$ cat config.mk
export PLATFORM = sky130hd
export DESIGN_NAME = spi_pixel_loader
export DESIGN_NICKNAME = d
export VERILOG_FILES = /design/src/rtl/spi_pixel_loader.sv
export SDC_FILE = /design/constraint.sdc
export NUM_CORES = 1
export LEC_CHECK = 0
export BUFFER_PORTS_ARGS = -buffer_cell sky130_fd_sc_hd__buf_2
export CAP_MARGIN = 20
export CORE_AREA = 5 5 92 94
export CTS_CLUSTER_DIAMETER = 30
export DETAILED_ROUTE_END_ITERATION = 8
export DIE_AREA = 0 0 97 99
export PLACE_DENSITY = 0.57
export SYNTH_ARGS = -nofsm -noshare
export SYNTH_HDL_FRONTEND = slang
export SYNTH_SLANG_ARGS = --single-unit
$ cat constraint.sdc
create_clock -name clk -period 2.2 [get_ports clk]
set_input_delay 0.66 -clock clk [delete_from_list [all_inputs] [get_ports clk]]
set_output_delay 0.66 -clock clk [all_outputs]
set_load 0.005 [all_outputs]
$ cat src/rtl/spi_pixel_loader.sv
// SPI mode-0 slave that streams one frame of pixel bytes into the image RAM.
// SPI pins are oversampled on clk; a finished frame is held until frame_ack.
//
//  state | meaning
//  IDLE  | waiting for a CS falling edge to start a frame at address 0
//  RECV  | receiving bytes; CS may rise and fall again without losing the address
//  DONE  | full frame written, load_done high, waiting for frame_ack
module spi_pixel_loader #(
   parameter int IMAGE_SIZE       = 4096,
   parameter int IMAGE_ADDR_WIDTH = 12,
   parameter int RGB_SIZE         = 8,
   parameter int SYNC_STAGES      = 2
) (
   input  logic                        clk,
   input  logic                        rst,
   input  logic                        spi_clk,
   input  logic                        spi_mosi,
   input  logic                        spi_cs,
   output logic                        spi_miso,
   output logic                        ram_we,
   output logic [IMAGE_ADDR_WIDTH-1:0] ram_addr,
   output logic [RGB_SIZE-1:0]         ram_wdata,
   output logic                        load_done,
   input  logic                        frame_ack,
   output logic [RGB_SIZE-1:0]         first_byte,
   output logic [RGB_SIZE-1:0]         last_byte
);

   localparam int BIT_W = $clog2(RGB_SIZE);
   localparam logic [BIT_W-1:0]            LAST_BIT  = BIT_W'(RGB_SIZE - 1);
   localparam logic [IMAGE_ADDR_WIDTH-1:0] LAST_ADDR = IMAGE_ADDR_WIDTH'(IMAGE_SIZE - 1);

   typedef enum logic [1:0] {
      IDLE = 2'd0,
      RECV = 2'd1,
      DONE = 2'd2
   } state_t;

   state_t state_q, state_d;

   logic [SYNC_STAGES-1:0]      sclk_sync, mosi_sync, cs_sync;
   logic                        sclk_prev, cs_prev;
   logic                        sclk_s, mosi_s, cs_s;
   logic                        sclk_rise, sclk_fall, cs_fall, cs_low;
   logic                        byte_done;
   logic [BIT_W-1:0]            bit_cnt;
   logic [RGB_SIZE-1:0]         rx_shift, rx_byte;
   logic [RGB_SIZE-1:0]         tx_shift, echo_byte;
   logic [IMAGE_ADDR_WIDTH-1:0] wr_addr;

   // CS chain clears to 0 so a CS already low when reset releases never looks like a fall.
   always_ff @(posedge clk) begin
      if (rst) begin
         sclk_sync <= '0;
         mosi_sync <= '0;
         cs_sync   <= '0;
         sclk_prev <= 1'b0;
         cs_prev   <= 1'b0;
      end else begin
         sclk_sync <= {sclk_sync[SYNC_STAGES-2:0], spi_clk};
         mosi_sync <= {mosi_sync[SYNC_STAGES-2:0], spi_mosi};
         cs_sync   <= {cs_sync[SYNC_STAGES-2:0], spi_cs};
         sclk_prev <= sclk_sync[SYNC_STAGES-1];
         cs_prev   <= cs_sync[SYNC_STAGES-1];
      end
   end

   assign sclk_s    = sclk_sync[SYNC_STAGES-1];
   assign mosi_s    = mosi_sync[SYNC_STAGES-1];
   assign cs_s      = cs_sync[SYNC_STAGES-1];
   assign sclk_rise = sclk_s & ~sclk_prev;
   assign sclk_fall = ~sclk_s & sclk_prev;
   assign cs_fall   = ~cs_s & cs_prev;
   assign cs_low    = ~cs_s;
   assign rx_byte   = {rx_shift[RGB_SIZE-2:0], mosi_s};

   always_ff @(posedge clk) begin
      if (rst) state_q <= IDLE;
      else     state_q <= state_d;
   end

   always_comb begin
      state_d   = state_q;
      byte_done = 1'b0;
      case (state_q)
         IDLE: if (cs_fall) state_d = RECV;
         RECV: begin
            byte_done = cs_low && !cs_fall && sclk_rise && (bit_cnt == LAST_BIT);
            if (byte_done && (wr_addr == LAST_ADDR)) state_d = DONE;
         end
         DONE: if (frame_ack) state_d = IDLE;
         default: state_d = IDLE;
      endcase
   end

   always_ff @(posedge clk) begin
      if (rst) begin
         ram_we     <= 1'b0;
         ram_addr   <= '0;
         ram_wdata  <= '0;
         load_done  <= 1'b0;
         first_byte <= '0;
         last_byte  <= '0;
         spi_miso   <= 1'b0;
         bit_cnt    <= '0;
         rx_shift   <= '0;
         tx_shift   <= '0;
         echo_byte  <= '0;
         wr_addr    <= '0;
      end else begin
         ram_we    <= 1'b0;
         load_done <= (state_q == DONE) && (state_d == DONE);
         case (state_q)
            IDLE: begin
               spi_miso <= 1'b0;
               if (cs_fall) begin
                  wr_addr  <= '0;
                  bit_cnt  <= '0;
                  rx_shift <= '0;
                  spi_miso <= echo_byte[RGB_SIZE-1];
                  tx_shift <= {echo_byte[RGB_SIZE-2:0], 1'b0};
               end
            end
            RECV: begin
               if (cs_fall) begin
                  bit_cnt  <= '0;
                  spi_miso <= echo_byte[RGB_SIZE-1];
                  tx_shift <= {echo_byte[RGB_SIZE-2:0], 1'b0};
               end else if (!cs_low) begin
                  bit_cnt  <= '0;
                  rx_shift <= '0;
                  spi_miso <= 1'b0;
               end else begin
                  if (sclk_rise) begin
                     rx_shift <= rx_byte;
                     bit_cnt  <= bit_cnt + 1'b1;
                  end
                  if (byte_done) begin
                     bit_cnt   <= '0;
                     ram_we    <= 1'b1;
                     ram_addr  <= wr_addr;
                     ram_wdata <= rx_byte;
                     last_byte <= rx_byte;
                     echo_byte <= rx_byte;
                     if (wr_addr == '0)        first_byte <= rx_byte;
                     if (wr_addr != LAST_ADDR) wr_addr    <= wr_addr + 1'b1;
                  end
                  // A fall right after a completed byte starts the echo of that byte.
                  if (sclk_fall) begin
                     if (bit_cnt == '0) begin
                        spi_miso <= echo_byte[RGB_SIZE-1];
                        tx_shift <= {echo_byte[RGB_SIZE-2:0], 1'b0};
                     end else begin
                        spi_miso <= tx_shift[RGB_SIZE-1];
                        tx_shift <= {tx_shift[RGB_SIZE-2:0], 1'b0};
                     end
                  end
               end
            end
            DONE: spi_miso <= 1'b1;
            default: spi_miso <= 1'b0;
         endcase
      end
   end

endmodule

==> flow_metrics.tcl <==
set metrics [dict create \
    mean_routed_wirelength_per_cell_um 13.44 \
    max_slew.worst_pin.slew_ns 0.6085 \
    via_per_inst 4.959 \
    min-delay-path-class "flip-flop to flip-flop" \
    power_density_nw_per_um2 717.9 \
    synth.distinct_cells 41 \
    cap_violations 0 \
    ys_async_sr_fraction_pct 0 \
    clkLatencyLatePin_ns 0.35 \
    postSynthCellCount 341 \
    clock_sinks 70 \
    element_type_at_the_critical_path_start "flip-flop" \
    timing_max_transition_violations_final 0 \
    route.final.wire_length_mm 6.625 \
    grt_pass1_wl_mm 11.27 \
    cts.path.max_buffers 2 \
    timing_worst_setup_path_type "flip-flop to flip-flop" \
    worstSetupEndpoint "wr_addr[10]" \
    cts_root_buf "sky130_fd_sc_hd__clkbuf_8" \
    reg2reg_slack_ns 0.18 \
    worst-endpoint-arrival_ns 2.25 \
    r2r_cells 6 \
    fin_cells 493 \
    postSynthRegisterBits 70 \
    clk_pin_slew_ns 0.07 \
    floorplan.rows 32 \
    syn-cell-area_um2 2945 \
    port_buffers 44 \
    total_leakage_power_nw 1.388 \
    chipHeight_um 99 \
    required_time_of_the_critical_path_ns 2.43 \
    layout_common_cells "sky130_fd_sc_hd__dfxtp_1 (70), sky130_fd_sc_hd__nand2_1 (57), sky130_fd_sc_hd__buf_2 (44), sky130_fd_sc_hd__a21oi_1 (36), sky130_fd_sc_hd__nor2_1 (32)" \
    postSynthAreaPerCell_um2 8.637 \
    drc 0 \
    clock-skew-final_ns 0.01142 \
    yosysTopAreaCell "sky130_fd_sc_hd__dfxtp_1" \
    routed-via-count 2445 \
    nets 397 \
    timing.max_slew.rel_slack_pct 59.43 \
    run_status "completed" \
    area.sequential_um2 1401 \
    power.ir.vdd_worst_uv 299.0 \
    critical_path.endpoint_type "flip-flop" \
    wl_met2_mm 3.003 \
    yosys_warnings 0 \
    numCtsBuffers 9 \
    io_pins 45 \
    setup_viol 0 \
    chipWidth_um 97 \
    synth_sequential_area_ratio_pct 47.58 \
    gp_congestion 0.7744 \
    synthDominantCellAreaShare_pct 47.58 \
    htreeDepth 3 \
    worstSetupStartpoint "wr_addr[1]" \
    clock_tree_from_tritoncts "built" \
    layout.cells.most_common "sky130_fd_sc_hd__dfxtp_1" \
    numPlacedInstances 475 \
    finalCritPeriodShare_pct 91.87 \
    initialDrtViolationCount 139 \
    syn_nets 352 \
    post_route_cells_drive_above_1_share_pct 21.23 \
    core_area_um2 7567 \
    cp_max_fo 8 \
    number_of_global_route_vias_before_repair 2306 \
    worst_hold_startpoint "mosi_sync[0]" \
    detailroute.wirelength.met3_um 281 \
    nFillCells 755 \
    fin_setup_tns_ns 0 \
    hold_viol 0 \
    timing.rr.end "wr_addr[10]" \
    multi_input_comb_area_um2 1379 \
    synth-edff-count 0 \
    max_clock_freq_mhz 494.8 \
    crit-reg2reg-launch "wr_addr[1]" \
    rsz0062_at_grt "false" \
    antenna_left 0 \
    synth_top_flop_cell "sky130_fd_sc_hd__dfxtp_1" \
    met1Wirelength_mm 3.201 \
    largest_net_degree_at_the_start_of_global_routing 61 \
    synth_top_cells_by_area "sky130_fd_sc_hd__dfxtp_1 (48%), sky130_fd_sc_hd__nand2_1 (7.3%), sky130_fd_sc_hd__a21oi_1 (6.1%)" \
    grt-ovfl-total 0 \
    grt_antenna_before_repair 0 \
    area_growth_pct 19.24 \
    hpwlAfterDp_mm 4.621 \
    fp.dieArea_um2 9603 \
    antenna-diode-count 0 \
    initial_utilization_pct 38.92 \
    grt_use_total_pct 14.44 \
    cts_hold_buffers 0 \
    topRoutingLayerUsed "met4" \
    post-route-min-period_ns 2.021 \
    drt-pass1-iter-count 4 \
]
## routing by layer
metal	vias up	global-route usage, %
met2	50	21.97
met4	0	7.235
met5	-	0
li1	1253	-
met3	10	3.963
met1	1132	18.82
## through the flow
step | utilization (%) | cell area [um2] | setup slack [ns] | hold slack, ns | total power, mW
after floorplan | - | 2945 | 0.3168 | 0.4138 | 1.364
after global placement | 43.07 | 3259 | 0.1439 | 0.4250 | 1.384
after detailed placement | 43.07 | 3259 | 0.08843 | 0.4264 | 1.384
after CTS | 46.06 | 3486 | 0.07579 | 0.4444 | 2.560
after global routing | 46.41 | 3512 | 0.05802 | 0.4623 | 2.619
final | 46.41 | 3512 | 0.1789 | 0.4376 | 2.521
## how the worst min path moves through the flow
stage	depth (start not counted)	endpoint	slack, ns
5_1_grt	1	mosi_sync[1]	0.46
6_report	1	mosi_sync[1]	0.44
2_1_floorplan	1	cs_sync[1]	0.41
3_3_place_gp	1	sclk_sync[1]	0.43
4_1_cts	1	mosi_sync[1]	0.44
3_5_place_dp	1	mosi_sync[1]	0.43
## critical path, stage by stage (launching register included)
cell and delay, ns:
sky130_fd_sc_hd__dfxtp_1 0.42, sky130_fd_sc_hd__ha_1 0.23, sky130_fd_sc_hd__nand4_1 0.24, sky130_fd_sc_hd__or4_4 0.53, sky130_fd_sc_hd__o22ai_4 0.28, sky130_fd_sc_hd__or4_1 0.16
sky130_fd_sc_hd__a21oi_1 0.06
## timing repair
item / CTS / global route
buffers inserted: 0 / 2
resized for setup: 0 / 2
endpoints found under the setup margin: 0 / 8
## state kept, by name, summed over array words and instances (netlist names), 2 cells and up
signal	count
mosi_sync	2
first_byte	8
tx_shift	7
cs_sync	2
wr_addr	12
echo_byte	8
state_q	2
ram_addr	12
bit_cnt	3
rx_shift	7
sclk_sync	2
## logic make-up (layout without fill, tap and decap cells)
family / Yosys count / after routing / synth area share [%]
AOI/OAI and AO/OA: 65 / 65 / 13.34
xor gates and xnor gates: 4 / 4 / 1.190
adders and majority gates: 5 / 5 / 2.124
buffers and inverters: 36 / 86 / 5.990
DFF: 70 / 70 / 47.58
muxes: 17 / 17 / 5.820
and+or+nand+nor: 144 / 144 / 23.96
## final cells by class
class | instances | area share, %
clock buffer | 9 | 3.527
clock inverter | 7 | 2.921
inverter | 10 | 1.069
multi-input combinational | 235 | 39.26
sequential | 70 | 39.90
tap | 102 | 3.634
timing repair buffer | 60 | 9.690
## where the power goes
part / internal [mW] / leakage, nW / switching, mW
registers: 1.28 / 0.566 / 0.00896
clock network: 0.651 / 0.111 / 0.515
logic: 0.0249 / 0.712 / 0.0446
total: 1.95 / 1.39 / 0.568
## cell usage after synthesis (3+ instances only)
cell and instances:
sky130_fd_sc_hd__or3_1 3, sky130_fd_sc_hd__buf_2 3, sky130_fd_sc_hd__ha_1 5, sky130_fd_sc_hd__nand2b_1 5, sky130_fd_sc_hd__dfxtp_1 70, sky130_fd_sc_hd__clkbuf_1 13
sky130_fd_sc_hd__nor3_1 3, sky130_fd_sc_hd__xnor2_1 3, sky130_fd_sc_hd__mux2i_1 16, sky130_fd_sc_hd__a21oi_1 36, sky130_fd_sc_hd__nor4_1 3, sky130_fd_sc_hd__nand3_1 18
sky130_fd_sc_hd__a211oi_1 7, sky130_fd_sc_hd__buf_4 8, sky130_fd_sc_hd__or4_1 4, sky130_fd_sc_hd__and3_1 3, sky130_fd_sc_hd__nand2_1 57, sky130_fd_sc_hd__nor2b_1 8
sky130_fd_sc_hd__nor2_1 32, sky130_fd_sc_hd__o21ai_0 7, sky130_fd_sc_hd__inv_1 10
Note: power is estimated with default switching activity, not from simulation.
